## src/rtl/key_debounce.sv

```systemverilog
// Push-button front end: per-key synchroniser, bounce-filter FSM and auto-repeat.
// Emits one-cycle press/release pulses and a debounced held level for each key.

module key_debounce_chan #(
    parameter int DEBOUNCE_CYCLES = 500000,
    parameter int REPEAT_EN       = 1,
    parameter int REPEAT_DELAY    = 25000000,
    parameter int REPEAT_PERIOD   = 5000000,
    parameter int CNT_W           = 25
) (
    input  logic i_clk,
    input  logic i_rst,
    input  logic i_key_n,
    output logic o_pressed,
    output logic o_released,
    output logic o_held
);
    // state     | meaning
    // IDLE      | key up, waiting for a low sample
    // PRESS_CHK | key low, counting stable cycles before accepting the press
    // HELD      | press accepted, counting toward first repeat
    // REPEAT    | auto-repeat running, one pulse per period
    // REL_CHK   | key high, counting stable cycles before accepting the release
    typedef enum logic [2:0] {
        S_IDLE,
        S_PRESS_CHK,
        S_HELD,
        S_REPEAT,
        S_REL_CHK
    } state_t;

    localparam logic [CNT_W-1:0] DEB_LAST = CNT_W'(DEBOUNCE_CYCLES - 1);
    localparam logic [CNT_W-1:0] DLY_LAST = CNT_W'(REPEAT_DELAY - 1);
    localparam logic [CNT_W-1:0] PER_LAST = CNT_W'(REPEAT_PERIOD - 1);
    localparam logic             RPT_ON   = (REPEAT_EN != 0);

    logic             r_s1;
    logic             r_s2;
    state_t           r_state;
    state_t           w_state_nxt;
    logic [CNT_W-1:0] r_cnt;
    logic [CNT_W-1:0] w_cnt_nxt;
    logic [CNT_W-1:0] w_cnt_inc;
    logic             w_pressed_nxt;
    logic             w_released_nxt;
    logic             w_held_nxt;
    logic             r_pressed;
    logic             r_released;
    logic             r_held;

    // Synchroniser idles high so a key stuck down through reset is seen as a fresh press.
    always_ff @(posedge i_clk or posedge i_rst) begin
        if (i_rst) begin
            r_s1 <= 1'b1;
            r_s2 <= 1'b1;
        end else begin
            r_s1 <= i_key_n;
            r_s2 <= r_s1;
        end
    end

    assign w_cnt_inc = (r_cnt == {CNT_W{1'b1}}) ? r_cnt : r_cnt + CNT_W'(1);

    always_comb begin
        w_state_nxt    = r_state;
        w_cnt_nxt      = r_cnt;
        w_pressed_nxt  = 1'b0;
        w_released_nxt = 1'b0;
        case (r_state)
            S_IDLE: begin
                if (!r_s2) begin
                    w_state_nxt = S_PRESS_CHK;
                    w_cnt_nxt   = '0;
                end
            end
            S_PRESS_CHK: begin
                if (r_s2) begin
                    w_state_nxt = S_IDLE;
                    w_cnt_nxt   = '0;
                end else if (r_cnt == DEB_LAST) begin
                    w_state_nxt   = S_HELD;
                    w_cnt_nxt     = '0;
                    w_pressed_nxt = 1'b1;
                end else begin
                    w_cnt_nxt = w_cnt_inc;
                end
            end
            S_HELD: begin
                if (r_s2) begin
                    w_state_nxt = S_REL_CHK;
                    w_cnt_nxt   = '0;
                end else if (RPT_ON && (r_cnt == DLY_LAST)) begin
                    w_state_nxt   = S_REPEAT;
                    w_cnt_nxt     = '0;
                    w_pressed_nxt = 1'b1;
                end else begin
                    w_cnt_nxt = w_cnt_inc;
                end
            end
            S_REPEAT: begin
                if (r_s2) begin
                    w_state_nxt = S_REL_CHK;
                    w_cnt_nxt   = '0;
                end else if (r_cnt == PER_LAST) begin
                    w_cnt_nxt     = '0;
                    w_pressed_nxt = 1'b1;
                end else begin
                    w_cnt_nxt = w_cnt_inc;
                end
            end
            S_REL_CHK: begin
                // A low sample here is release bounce; going back to HELD restarts the repeat delay.
                if (!r_s2) begin
                    w_state_nxt = S_HELD;
                    w_cnt_nxt   = '0;
                end else if (r_cnt == DEB_LAST) begin
                    w_state_nxt    = S_IDLE;
                    w_cnt_nxt      = '0;
                    w_released_nxt = 1'b1;
                end else begin
                    w_cnt_nxt = w_cnt_inc;
                end
            end
            default: begin
                w_state_nxt = S_IDLE;
                w_cnt_nxt   = '0;
            end
        endcase
    end

    assign w_held_nxt = (w_state_nxt == S_HELD) || (w_state_nxt == S_REPEAT) ||
                        (w_state_nxt == S_REL_CHK);

    always_ff @(posedge i_clk or posedge i_rst) begin
        if (i_rst) begin
            r_state    <= S_IDLE;
            r_cnt      <= '0;
            r_pressed  <= 1'b0;
            r_released <= 1'b0;
            r_held     <= 1'b0;
        end else begin
            r_state    <= w_state_nxt;
            r_cnt      <= w_cnt_nxt;
            r_pressed  <= w_pressed_nxt;
            r_released <= w_released_nxt;
            r_held     <= w_held_nxt;
        end
    end

    assign o_pressed  = r_pressed;
    assign o_released = r_released;
    assign o_held     = r_held;
endmodule

module key_debounce #(
    parameter int N_KEYS          = 4,
    parameter int DEBOUNCE_CYCLES = 500000,
    parameter int REPEAT_EN       = 1,
    parameter int REPEAT_DELAY    = 25000000,
    parameter int REPEAT_PERIOD   = 5000000
) (
    input  logic              CLOCK_50,
    input  logic              rst,
    input  logic [N_KEYS-1:0] key_n,
    output logic [N_KEYS-1:0] pressed,
    output logic [N_KEYS-1:0] released,
    output logic [N_KEYS-1:0] held
);
    localparam int MAX_AB  = (DEBOUNCE_CYCLES > REPEAT_DELAY) ? DEBOUNCE_CYCLES : REPEAT_DELAY;
    localparam int MAX_ALL = (MAX_AB > REPEAT_PERIOD) ? MAX_AB : REPEAT_PERIOD;
    localparam int CNT_W   = ($clog2(MAX_ALL) < 1) ? 1 : $clog2(MAX_ALL);

    for (genvar g = 0; g < N_KEYS; g++) begin : g_key
        key_debounce_chan #(
            .DEBOUNCE_CYCLES(DEBOUNCE_CYCLES),
            .REPEAT_EN      (REPEAT_EN),
            .REPEAT_DELAY   (REPEAT_DELAY),
            .REPEAT_PERIOD  (REPEAT_PERIOD),
            .CNT_W          (CNT_W)
        ) u_chan (
            .i_clk     (CLOCK_50),
            .i_rst     (rst),
            .i_key_n   (key_n[g]),
            .o_pressed (pressed[g]),
            .o_released(released[g]),
            .o_held    (held[g])
        );
    end
endmodule

```

## config.mk

```make
export PLATFORM = sky130hd
export DESIGN_NAME = key_debounce
export DESIGN_NICKNAME = d
export VERILOG_FILES = /design/src/rtl/key_debounce.sv
export SDC_FILE = /design/constraint.sdc
export NUM_CORES = 1
export LEC_CHECK = 0
export CAP_MARGIN = 20
export CORE_MARGIN = 10
export CORE_UTILIZATION = 50
export CTS_CLUSTER_SIZE = 40
export DETAILED_ROUTE_END_ITERATION = 6
export PLACE_DENSITY = 0.67
export SLEW_MARGIN = 25
export SYNTH_ARGS = -nofsm -noshare
export SYNTH_HDL_FRONTEND = slang
export SYNTH_SLANG_ARGS = --single-unit
```

## constraint.sdc

```tcl
create_clock -name CLOCK_50 -period 6.4 [get_ports CLOCK_50]
set_clock_uncertainty 0.05 [all_clocks]
set_input_delay 1.92 -clock CLOCK_50 [delete_from_list [all_inputs] [get_ports CLOCK_50]]
set_output_delay 1.92 -clock CLOCK_50 [all_outputs]
set_load 0.03 [all_outputs]
```

Word level (Yosys, flattened, before mapping)
Cells that the tools add are included.
{"block": "word_totals", "output_inout_bits": 12, "ff_bits": 132}
{"block": "classes", "n_mux": 112, "n_reduce_logical": 12, "add_sub_neg": 4, "n_eq_ne": 48}
{"op": "$mux W25", "n": 36}
{"op": "$pmux W25 S5", "n": 4}
{"op": "$eq A25 B25 Y1 const B", "n": 8}
{"op": "$add A25 B1 Y25 const B", "n": 4}
{"op": "$eq A25 B19 Y1 const B", "n": 4}
{"op": "$eq A25 B23 Y1 const B", "n": 4}
{"op": "$mux W3", "n": 32}
{"op": "$pmux W3 S5", "n": 4}
{"op": "$eq A3 B2 Y1 const B", "n": 16}
{"op": "$mux W1", "n": 32}
{"op": "$eq A3 B3 Y1 const B", "n": 8}
{"op": "$eq A3 B1 Y1 const B", "n": 4}
{"op": "$logic_not A3 Y1", "n": 4}
{"op": "$pmux W1 S3", "n": 4}
{"op": "$logic_or A1 B1 Y1", "n": 8}
{"op": "$ne A2 B2 Y1 const B", "n": 4}

Longest topological paths before layout
{"block": "depth", "ltp_word": 7, "depth_mapped": 10}

Modules after synthesis
A second synthesis with hierarchy kept.
{"block": "unflattened", "hier_cells": 889, "hier_area_um2": 8119.0}
{"module": "key_debounce_chan at g_key[0].u_chan", "area_each_um2": 2137.0, "cells_per_inst": 236, "n_inst": 1, "seq_area_each_um2": 828.3}
{"module": "key_debounce_chan at g_key[2].u_chan", "area_each_um2": 2003.2, "cells_per_inst": 209, "n_inst": 1, "seq_area_each_um2": 828.3}
{"module": "key_debounce_chan at g_key[1].u_chan", "area_each_um2": 1993.2, "cells_per_inst": 224, "n_inst": 1, "seq_area_each_um2": 828.3}
{"module": "key_debounce_chan at g_key[3].u_chan", "area_each_um2": 1985.7, "cells_per_inst": 220, "n_inst": 1, "seq_area_each_um2": 828.3}

Worst setup path before layout
No wires, ideal clock.
{"block": "synth_path", "kind": "register to output", "startpoint": "reg g_key[0].u_chan.r_held", "endpoint": "out held[0]", "stages_incl_launch_ff": 2, "arrival_time_ns": 0.493, "n_path_buf": 1, "slack_ns": 3.937, "cell_sequence": "dfrtp_1 buf_4"}
{"element": "start, declared", "line": "49", "source": "logic r_held;"}
{"element": "start signal, assigned", "line": "146", "source": "r_held <= w_held_nxt;"}
{"element": "end, declared", "line": "167", "source": "output logic [N_KEYS-1:0] held"}
No word-level cell between the ends.

Worst setup path after layout
{"block": "layout_path", "startpoint": "reg g_key[1].u_chan.r_released", "endpoint": "out released[1]"}
{"element": "start, declared", "line": "48", "source": "logic r_released;"}
{"element": "start signal, assigned", "line": "145", "source": "r_released <= w_released_nxt;"}
{"element": "end, declared", "line": "166", "source": "output logic [N_KEYS-1:0] released,"}
No word-level cell between the ends.

==> summary.md <==
| Metric | Value |
|---|---|
| Status | `completed` |
| DR pass1 iterations | `5` |
| Final setup margin | `3.008 ns` |
| Minimum clock period | `approximately 3.4 ns` |
| Post-route antenna net violation count | `0` |
| IO Count | `18` |
| Critical Path Sink Type | `output pin` |
| WL/cell | `16.88 um` |
| Slew @ Worst Pin | `1.002 ns` |
| Final Max Tran Viols | `0` |
| Mapped Avg Cell Area | `8.578 um2` |
| Post-synth ARST share | `100.0%` |
| PwrDens | `approximately 230 nW/um2` |
| Placed inst area | `7845 um2` |
| Worst hold path type | `reg -> reg` |
| Worst path cell trace | `clkdlybuf4s50_1` |
| Arr. time, crit path | `around 1.4 ns` |
| Worst r2r src | `g_key[2].u_chan.r_cnt[0]` |
| Die Wd | `143.8 um` |
| Post-Route Utilization | `55.94%` |
| WP depth | `1` |
| CTS clk-pin slew, worst paths | `0.06 ns` |
| Synth Cell Area | `7669 um2` |
| Number of synthesized register bits | `132` |
| Synth warnings | `0` |
| Final hold violations | `0` |
| Area Growth Syn to Fin | `10.07%` |
| Ant. Diodes | `0` |
| Initial antenna violation count | `0` |
| Synth Instances | `894` |
| Post-Syn Nets | `between 900 and 1000` |
| Setup WS pre-CTS | `2.770 ns` |
| Final total power | `0.001933 W` |
| R2R cell count | `9` |
| Total track usage | `18.18%` |
| CP startpoint | `g_key[1].u_chan.o_released` |
| Peak VDD IR | `roughly 0.00020 V` |
| Cell with the most instances after synthesis | `dfrtp_1` |
| Number of synthesized flops with an enable pin | `0` |
| Critical path's slowest cell | `clkdlybuf4s50_1` |
| Latest clock arrival within the worst-skew pair | `0.42 ns` |
| H-tree depth | `4` |
| CP Max Fanout | `1` |
| Highest clock rate | `just under 300 MHz` |
| Vias in the first global route | `~6600` |
| Fill count | `1349` |
| Period utilisation layout | `53.00%` |
| Maximum number of pins on one net before global-route repair | `110` |
| Die footprint | `20690 um2` |
| Maxcap violations | `0` |
| First-pass GRT wire length | `31.24 mm` |
| Height of the die | `143.8 um` |
| Post-CTS Setup Repair Bufs | `0` |
| Setup TNS | `0 ns` |
| Reg2reg end | `g_key[2].u_chan.r_cnt[9]` |
| Detailed Place HPWL | `12.07 mm` |
| Vias/cell | `6.442` |
| Top area cells in the synthesized netlist | `dfrtp_1 40%, nand3_1 5.5%, nand2_1 4.7%` |
| LEAKAGE | `around 3.3 nW` |
| Startpoint Class | `register` |
| Commonest cells in the netlist | `124 x dfrtp_1, 96 x nand2_1, 84 x nand3_1` |
| Critical Path Max Stage Delay | `0.67 ns` |
| Design Area, Final | `8441 um2` |
| Vias | `between 6000 and 7000` |
| Root buffer cell | `clkbuf_16` |
| Hold-fix buffer count after cts | `0` |
| Bufs on Longest Clock Path | `2` |
| Routed WL | `18.20 mm` |
| Cell Rows | `45` |
| Top-area cell type share of the netlist area | `40.46%` |
| Post-synthesis sequential area ratio | `43.20%` |
| Starting density of the core | `50.82%` |
| Worst EP required | `4.43 ns` |
| Post-route DRC | `0` |
| Final setup violation count | `0` |
| Unrepaired setup endpoints after global routing | `no` |
| Overflow after GRT | `0` |
| Critical path's top delay family | `buffers and inverters` |
| Starting DRT DRC Count | `just over 600` |
| Core Area | `15090 um2` |
| WP buf/inv | `1` |
| Max_slew headroom | `between 30% and 40%` |
| RD Place Congestion | `0.9101` |
| Share of layout cells above drive strength 1 | `9.551%` |
| CP Capture Point | `released[1]` |
| Cts bufs inserted | `17` |
| Worst setup path class | `reg -> out` |
| Post-CTS sizing | `0` |
| Register-to-register setup slack | `between 3 and 4 ns` |
| Nets | `about 890` |
| CTS tree | `done` |
| IO buf count | `17` |
| Clock sinks | `around 130` |
| Ys flop type | `dfrtp_1` |
| Post-synth cell types | `between 70 and 80` |
| Top cell type by total area after synthesis | `dfrtp_1` |
through the flow:
stage / hold slack (ns) / std cells
after floorplan: 0.2952 / 894
after global placement: 0.2974 / 1046
after detailed placement: 0.2978 / 1046
after CTS: 0.3039 / 1078
after global routing: 0.3080 / 1078
final: 0.3062 / 1078
worst register-to-register path, stage by stage, from the launching register on:
cell	delay, ns
dfrtp_1	0.44
ha_1	0.22
and4_1	0.31
nand4_1	0.15
nor3_1	0.47
o21bai_1	0.21
o21ai_1	0.11
buf_4	0.23
nor2_1	0.62
nor2_1	0.13
registers in the layout, summed over array words and instances, names as in the netlist:
name / flops
g_key.u_chan.r_cnt: 100
g_key.u_chan.r_state: 12
g_key.u_chan.o_held: 4
g_key.u_chan.o_pressed: 4
g_key.u_chan.o_released: 4
g_key.u_chan.r_s1: 4
g_key.u_chan.r_s2: 4
how the worst min path moves through the flow:
stage               cells after the start              endpoint            startpoint  slack [ns]
finish                                  0  g_key[3].u_chan.r_s2  g_key[3].u_chan.r_s1        0.31
CTS                                     0  g_key[2].u_chan.r_s2  g_key[2].u_chan.r_s1        0.30
detailed placement                      0  g_key[0].u_chan.r_s2  g_key[0].u_chan.r_s1        0.30
floorplan                               0  g_key[0].u_chan.r_s2  g_key[0].u_chan.r_s1        0.30
global route                            0  g_key[3].u_chan.r_s2  g_key[3].u_chan.r_s1        0.31
global placement                        0  g_key[2].u_chan.r_s2  g_key[2].u_chan.r_s1        0.30
layout make-up:
cell class,count,area (um2),area share [%]
flip-flops and latches,132,3313,39.25
inverters,18,75.07,0.8894
repair buffers,24,222.7,2.639
clock buffers,21,460.4,5.455
clock inverters,11,132.6,1.571
multi-input cells,684,4001,47.41
well taps,188,235.2,2.787
metal layers:
| layer | wire length, um | GRT usage, % | up-vias | share of wire (%) |
|---|---|---|---|---|
| li1 | - | - | 3278 | - |
| met1 | 8167 | 23.45 | 3411 | 45 |
| met2 | 8910 | 29.39 | 226 | 49 |
| met3 | 829 | 3.498 | 30 | 4.6 |
| met4 | 287 | 7.147 | 0 | 1.6 |
| met5 | 0 | 0 | - | 0 |
logic make-up (layout without fill, tap and decap cells):
| family | Yosys count | in the layout | synth area share [%] |
|---|---|---|---|
| mux | 3 | 3 | 0.3916 |
| xor+xnor | 15 | 15 | 1.713 |
| fa+ha+maj | 4 | 4 | 0.6527 |
| flops | 132 | 132 | 43.20 |
| buf+inv | 78 | 74 | 4.960 |
| compound gates | 202 | 202 | 16.97 |
| simple gates | 460 | 460 | 32.11 |
cell usage in the layout, fill, tap and decap left out, types with 5 or more instances in the layout:
| master | instances |
|---|---|
| clkdlybuf4s50_1 | 17 |
| dfstp_2 | 8 |
| clkbuf_16 | 17 |
| nand3_1 | 84 |
| a22o_1 | 5 |
| or3_2 | 5 |
| or2_2 | 9 |
| nor2_1 | 76 |
| nand4_1 | 32 |
| o21ai_0 | 51 |
| and2_1 | 9 |
| and4_1 | 9 |
| o21ai_1 | 6 |
| inv_1 | 17 |
| buf_4 | 7 |
| and3_1 | 19 |
| xnor2_1 | 11 |
| o31ai_1 | 11 |
| a21o_1 | 7 |
| nor3_1 | 33 |
| nand2_1 | 96 |
| clkinv_2 | 7 |
| or4_1 | 8 |
| nor4_1 | 18 |
| a21oi_1 | 46 |
| nand3b_1 | 5 |
| or3_1 | 19 |
| a31oi_1 | 34 |
| dfrtp_1 | 124 |
power by group:
group	total [W]	leakage (nW)	switching [W]	internal, W
combinational	0.0000841	1.19	0.0000601	0.0000240
clock	0.000993	0.296	0.000366	0.000628
sequential	0.000855	1.80	0.0000106	0.000845
Note: power is estimated with default switching activity, not from simulation.
